$ cat config.mk
export PLATFORM = sky130hd
export DESIGN_NAME = fpu_arbiter
export DESIGN_NICKNAME = d
export VERILOG_FILES = /design/src/rtl/fpu_arbiter.sv
export SDC_FILE = /design/constraint.sdc
export NUM_CORES = 1
export LEC_CHECK = 0
export ABC_CLOCK_PERIOD_IN_PS = 3430
export BUFFER_PORTS_ARGS = -buffer_cell sky130_fd_sc_hd__buf_2
export CAP_MARGIN = 15
export CORE_MARGIN = 3
export CORE_UTILIZATION = 48
export DETAILED_ROUTE_END_ITERATION = 8
export GPL_ROUTABILITY_DRIVEN = 0
export PLACE_DENSITY = 0.81
export SKIP_CTS_REPAIR_TIMING = 1
export SYNTH_ARGS = -nofsm -noshare
export SYNTH_HDL_FRONTEND = slang
export SYNTH_SLANG_ARGS = --single-unit
$ cat constraint.sdc
create_clock -name clk -period 3.43 [get_ports clk]
set_input_delay 0.686 -clock clk [delete_from_list [all_inputs] [get_ports clk]]
set_output_delay 0.686 -clock clk [all_outputs]
set_load 0.02 [all_outputs]
$ cat src/rtl/fpu_arbiter.sv
// rtl/fpu_arbiter.sv - two-requester round-robin arbiter in front of a shared FP unit
// Latches the winner's operands, runs one FP operation with a timeout, pulses the winner's done.
module fpu_arbiter #(
    parameter int unsigned TIMEOUT = 255
) (
    input  logic        clk,
    input  logic        reset,
    input  logic        req0,
    input  logic        req1,
    input  logic [1:0]  op0,
    input  logic [1:0]  op1,
    input  logic [31:0] a0,
    input  logic [31:0] b0,
    input  logic [31:0] a1,
    input  logic [31:0] b1,
    output logic        done0,
    output logic        done1,
    output logic [31:0] result,
    output logic        err,
    output logic        busy,
    output logic [1:0]  sp_op,
    output logic [31:0] sp_a,
    output logic [31:0] sp_b,
    output logic        sp_go,
    input  logic        sp_done,
    input  logic [31:0] sp_d
);
    typedef enum logic [1:0] {IDLE, ISSUE, WAIT, RESP} state_t;

    localparam logic [7:0]  CNT_LAST = 8'(TIMEOUT - 1);
    localparam logic [31:0] QNAN     = 32'h7FC0_0000;

    state_t      state_q;
    logic [7:0]  cnt_q;
    logic        winner_q;
    logic        last_q;
    logic        done0_q;
    logic        done1_q;
    logic        sp_go_q;
    logic        err_q;
    logic [31:0] result_q;
    logic [1:0]  sp_op_q;
    logic [31:0] sp_a_q;
    logic [31:0] sp_b_q;
    logic        pick1;

    // Requester 1 wins when alone, or when both ask and requester 0 was served last.
    assign pick1 = req1 & (~req0 | ~last_q);

    always_ff @(posedge clk or negedge reset) begin
        if (!reset) begin
            state_q  <= IDLE;
            cnt_q    <= 8'd0;
            winner_q <= 1'b0;
            last_q   <= 1'b1;
            done0_q  <= 1'b0;
            done1_q  <= 1'b0;
            sp_go_q  <= 1'b0;
            err_q    <= 1'b0;
            result_q <= 32'd0;
            sp_op_q  <= 2'd0;
            sp_a_q   <= 32'd0;
            sp_b_q   <= 32'd0;
        end else begin
            sp_go_q <= 1'b0;
            done0_q <= 1'b0;
            done1_q <= 1'b0;
            unique case (state_q)
                IDLE: begin
                    if (req0 || req1) begin
                        winner_q <= pick1;
                        sp_op_q  <= pick1 ? op1 : op0;
                        sp_a_q   <= pick1 ? a1 : a0;
                        sp_b_q   <= pick1 ? b1 : b0;
                        sp_go_q  <= 1'b1;
                        state_q  <= ISSUE;
                    end
                end
                ISSUE: begin
                    cnt_q   <= 8'd0;
                    state_q <= WAIT;
                end
                WAIT: begin
                    // A completion in the final allowed cycle still beats the abort.
                    if (sp_done || cnt_q >= CNT_LAST) begin
                        result_q <= sp_done ? sp_d : QNAN;
                        err_q    <= ~sp_done;
                        done0_q  <= ~winner_q;
                        done1_q  <= winner_q;
                        state_q  <= RESP;
                    end else begin
                        cnt_q <= cnt_q + 8'd1;
                    end
                end
                RESP: begin
                    last_q  <= winner_q;
                    state_q <= IDLE;
                end
                default: state_q <= IDLE;
            endcase
        end
    end

    assign done0  = done0_q;
    assign done1  = done1_q;
    assign result = result_q;
    assign err    = err_q;
    assign busy   = (state_q != IDLE);
    assign sp_op  = sp_op_q;
    assign sp_a   = sp_a_q;
    assign sp_b   = sp_b_q;
    assign sp_go  = sp_go_q;

endmodule

======== After elaboration in Yosys (flattened, before gate mapping) ========
Cells that the tools add are included.
word-level totals
  output and inout bits ................... 103
  input bits .............................. 169
  logic and storage cells ................. 50
  register bits after elaboration ......... 114
cells by class
  reductions and logical operators ........ 9
  magnitude comparators ................... 1
  add/sub/neg operators ................... 1
  muxes and demuxes ....................... 15
  equality and inequality tests ........... 6
  bitwise gates (word level) .............. 6
operator list
  cell                                                                   number
  32-bit 2-to-1 mux                                                      3
  8-bit one-hot mux with 2 select lines                                  1
  8-bit by 1-bit adder with 8-bit output, second input constant          1
  8-bit greater-or-equal comparator, second input constant               1
  8-bit 2-to-1 mux                                                       1
  2-bit one-hot mux with 4 select lines                                  1
  2-bit AND reduction                                                    4
  1-bit 2-to-1 mux                                                       6
  2-bit 2-to-1 mux                                                       3
  2-bit inequality test, second input constant                           3
  2-bit equality test, second input constant                             2
  1-bit NOT                                                              4
  2-bit nonzero test                                                     2
  2-bit by 1-bit equality test with 1-bit output, second input constant  1
  2-bit zero test                                                        1
  1-bit logical OR                                                       2
  1-bit bitwise AND                                                      1
  1-bit bitwise OR                                                       1

======== Longest topological paths before layout ========
  depth after elaboration ................. 4
  mapped depth ............................ 7
  gate-level depth less buffers ........... 6

======== Least setup slack after synthesis ========
OpenSTA, ideal clock, no wires.
  path kind ............................... input -> register
  start point ............................. in sp_done
  end point ............................... reg cnt_q[5]
  buffers on the path ..................... 1
  cell stages on the path ................. 5
  data required time ...................... 3306 ps
  arrival time ............................ 1508 ps
  slack ................................... 1798 ps
  setup time .............................. 124 ps
  cells stage by stage .................... buf_2 -> nor2b_1 -> o21ai_1 -> and2_1 -> a211o_1
between the ends
  word-level cells in the longest chain between the ends .. 3
ends and longest elaborated chain
  element                          RTL line  source
  start, declared                  25        input logic sp_done,
  1-bit logical OR                 85        if (sp_done || cnt_q >= CNT_LAST) begin
  2-bit inequality test (no line)  n/a
  2-bit AND reduction (no line)    n/a
  end signal, assigned             92        cnt_q <= cnt_q + 8'd1;
  end, declared                    34        logic [7:0] cnt_q;
No other way between the ends.
A chain may end at the register's enable or synchronous reset.

======== Worst setup path after layout ========
  start point ............................. reg state_q[0]
  end point ............................... reg cnt_q[4]
between the ends
  word-level cells in the longest chain between the ends .. 3
  elaborated cells on any way between the ends .. 6
  classes of those cells .................. eq/ne (3); mux (1); reduce/logical (2)
ends and longest elaborated chain
  element                                                                                RTL line  source
  start, declared                                                                        33        state_t state_q;
  start signal, assigned                                                                 52        state_q <= IDLE;
  start signal, assigned                                                                 76        state_q <= ISSUE;
  start signal, assigned                                                                 81        state_q <= WAIT;
  2-bit equality test or 2-bit by 1-bit equality test with 1-bit output (tied branches)  68        unique case (state_q)
  2-bit inequality test (no line) or 2-bit nonzero test (tied branches)                  n/a
  2-bit AND reduction (no line)                                                          n/a
Several ways; a longest one is shown, not always the timed one.

==> results.toml <==
[status]
status = "completed"

[drt]
wl_per_cell_um = 16.49
first_pass_iters = 4
finalWirelength_um = 14380
viasPerCell = 5.200
ant_nets = 0
drtIter0Drc = 179
remaining_drc_errors = 0
vias = 4534

[clock_tree]
h-tree-depth = 4
cts_tree = "done"
cts_sinks = 114
root_buffer = "clkbuf_8"
clkSlewWorstSetupHoldPaths_ps = 60
clk_latency_ps = 500
numCtsBuffers = 17
ctsLongestPathBuffers = 2

[worst_setup_path]
crit_arrival_ps = 2720
reg2reg_from = "state_q[0]$_DFFE_PN0P_"
crit_path_cell_trace = "inv_1 > ha_1 > nor2b_1 > o21ai_1 > and2_1 > a211o_1"
setup.worst_path.class = "reg2reg"
critPathLaunchType = "flip-flop"
reg2reg_to = "cnt_q[4]$_DFFE_PN0P_"
r2r_slack_ps = 1080
worst-r2r-cell-count = 6
worstPathMaxFanout = 20
startpoint = "state_q[0]$_DFFE_PN0P_"
critical-path-slowest-cell = "ha_1"
crit_end = "cnt_q[4]$_DFFE_PN0P_"
required_ps = 3810
slowest_delay_ps = 590
cp-end-kind = "flip-flop"

[sta]
worst_slew_pin_slew_ps = 879.3
max_freq_ghz = 0.4263
slew_violations = 0
slew-limit-headroom = 0.4123
grt_setup_unrepaired = "no"
skew_ps = 9.801
fin_crit_sh = 0.6839
tns_ps = 0
holdWs_ps = 197.3
fin_crit_ps = 2346
finalSetupViolCount = 0
final_hold_viol_count = 0

[placement]
dp_hpwl_um = 10670
numPortBuffers = 271

[finish]
layout_common_cells = "270 x buf_2, 113 x dfrtp_1, 69 x nand2_1"
nNetsFinal = 901
register_area_sq_um = 2854
fillCellCount = 726
antenna_cells = 0
final_common_cell = "buf_2"
multiInputGateArea_sq_um = 2011
area_delta_synth_final_pct = 41.06
drive_gt1_frac = 0.4276

[logic_synthesis]
yosysSeqAreaShare = 0.5628
ys_ff_latch = 114
synth_edf_count = 0
synthDistinctLibCells = 37
synth_area_sq_um = 5071
synth_area_per_cell_sq_um = 11.10
synth_nets = 632
yosysWarnings = 0
synth_flop_cell = "dfrtp_1"
synthCells = 457
async_flop_share = 1.000

[power_and_ir_drop]
seqPwrFrac = 0.335
power.density_nw_per_um2 = 970.7
netSwitchingFraction = 0.3946
peakVddDrop_mv = 0.4654
switchingPower_mw = 2.740
pwr-share-comb = 0.405
p_int_mw = 4.204
leakage_nw = 3.828
clkPwrFrac = 0.260

[die]
core_area_sq_um = 10000
initial_core_util = 0.5071
io_pins = 272
die_h_um = 108.8
die_x_um = 108.8
rows = 36
die_area_sq_um = 11830

[global_route]
antenna_found_initial = 0
track_usage = 0.2324
first_global_vias = 4446
grt_pass1_wl_um = 21380
grt_max_degree = 93
gr-total-overflow = 0

[job]
maxCapViolations = 0

[hold_path]
hp-class = "in2async"
logic make-up (layout without fill, tap and decap cells):
| family | after synthesis | after routing | synth area share |
|---|---|---|---|
| adder cells (fa/ha/maj) | 6 | 6 | 0.01480 |
| flip-flops | 114 | 114 | 0.5628 |
| XOR/XNOR | 1 | 1 | 0.001727 |
| AND/OR/NAND/NOR | 108 | 108 | 0.09746 |
| multiplexers | 69 | 69 | 0.1367 |
| buffers and inverters | 42 | 324 | 0.04367 |
| AO/OA/AOI/OAI | 117 | 117 | 0.1429 |
final cells by class:
type / instances / area share
flip-flops and latches: 114 / 0.3990
multi-input cells: 301 / 0.2811
repair buffers: 281 / 0.2057
clock buffers: 22 / 0.06332
well taps: 133 / 0.02326
clock inverters: 10 / 0.02186
inverters: 11 / 0.005772
worst max-delay path, delay by kind of cell (launching register included):
kind	cells	cell delay (ps)
adder cells (fa/ha/maj)	1	590
AO/OA/AOI/OAI	2	580
AND/OR/NAND/NOR	2	540
flip-flops	1	410
buffers and inverters	1	100
layer usage:
layer  vias up  track usage  wire [um]
li1       2136            -          -
met1      2159       0.2721       5646
met2       217       0.4091       7355
met3        22      0.07046       1111
met4         0      0.07304        269
met5         -            0          0
power groups by stage:
stage                     logic (mW)  clock network (mW)  registers [mW]
final                           2.82                1.80            2.33
after global routing            3.06                1.90            2.40
after CTS                       2.85                1.83            2.32
after detailed placement        2.83                   0            2.32
after global placement          2.74                   0            2.30
after floorplan                 1.10                   0            3.01
registers in the layout, summed over array words and instances (netlist names), 2 cells and up:
| name | count |
|---|---|
| cnt_q | 8 |
| result | 32 |
| sp_a | 32 |
| sp_b | 32 |
| sp_op | 2 |
| state_q | 2 |
through the flow:
| step | util | instance area (sq um) | instances | worst slack (ps) | total power, mW |
|---|---|---|---|---|---|
| 6_report | 0.7153 | 7153 | 872 | 1084 | 6.944 |
| 5_1_grt | 0.7153 | 7153 | 872 | 877.5 | 7.361 |
| 4_1_cts | 0.7153 | 7153 | 872 | 1090 | 7.003 |
| 3_5_place_dp | 0.6544 | 6544 | 840 | 1044 | 5.150 |
| 3_3_place_gp | 0.6544 | 6544 | 840 | 1149 | 5.038 |
| 2_1_floorplan | - | 5071 | 457 | 1798 | 4.112 |
synthesized netlist by cell type (4+ instances only):
master | number | area share
inv_1 | 11 | 0.0081
nand2_1 | 69 | 0.051
o21ai_1 | 31 | 0.031
o21a_1 | 11 | 0.016
buf_6 | 4 | 0.0089
clkbuf_1 | 12 | 0.0089
buf_4 | 6 | 0.0089
nand3_1 | 10 | 0.0099
o21ai_0 | 45 | 0.044
ha_1 | 6 | 0.015
nand3b_1 | 9 | 0.013
mux2i_1 | 67 | 0.13
dfrtp_1 | 113 | 0.56
buf_2 | 8 | 0.0079
a22o_1 | 19 | 0.033
worst min-delay path by stage:
stage,cells after the start,to,slack [ps],from
global placement,2,sp_a[19]$_DFFE_PN0P_,460,sp_a[19]$_DFFE_PN0P_
floorplan,0,cnt_q[0]$_DFFE_PN0P_,390,reset
CTS,1,sp_go$_DFF_PN0_,210,reset
global route,1,sp_go$_DFF_PN0_,220,reset
finish,1,sp_go$_DFF_PN0_,200,reset
detailed placement,2,sp_a[13]$_DFFE_PN0P_,460,sp_a[13]$_DFFE_PN0P_
(Power assumes the default switching activity.)
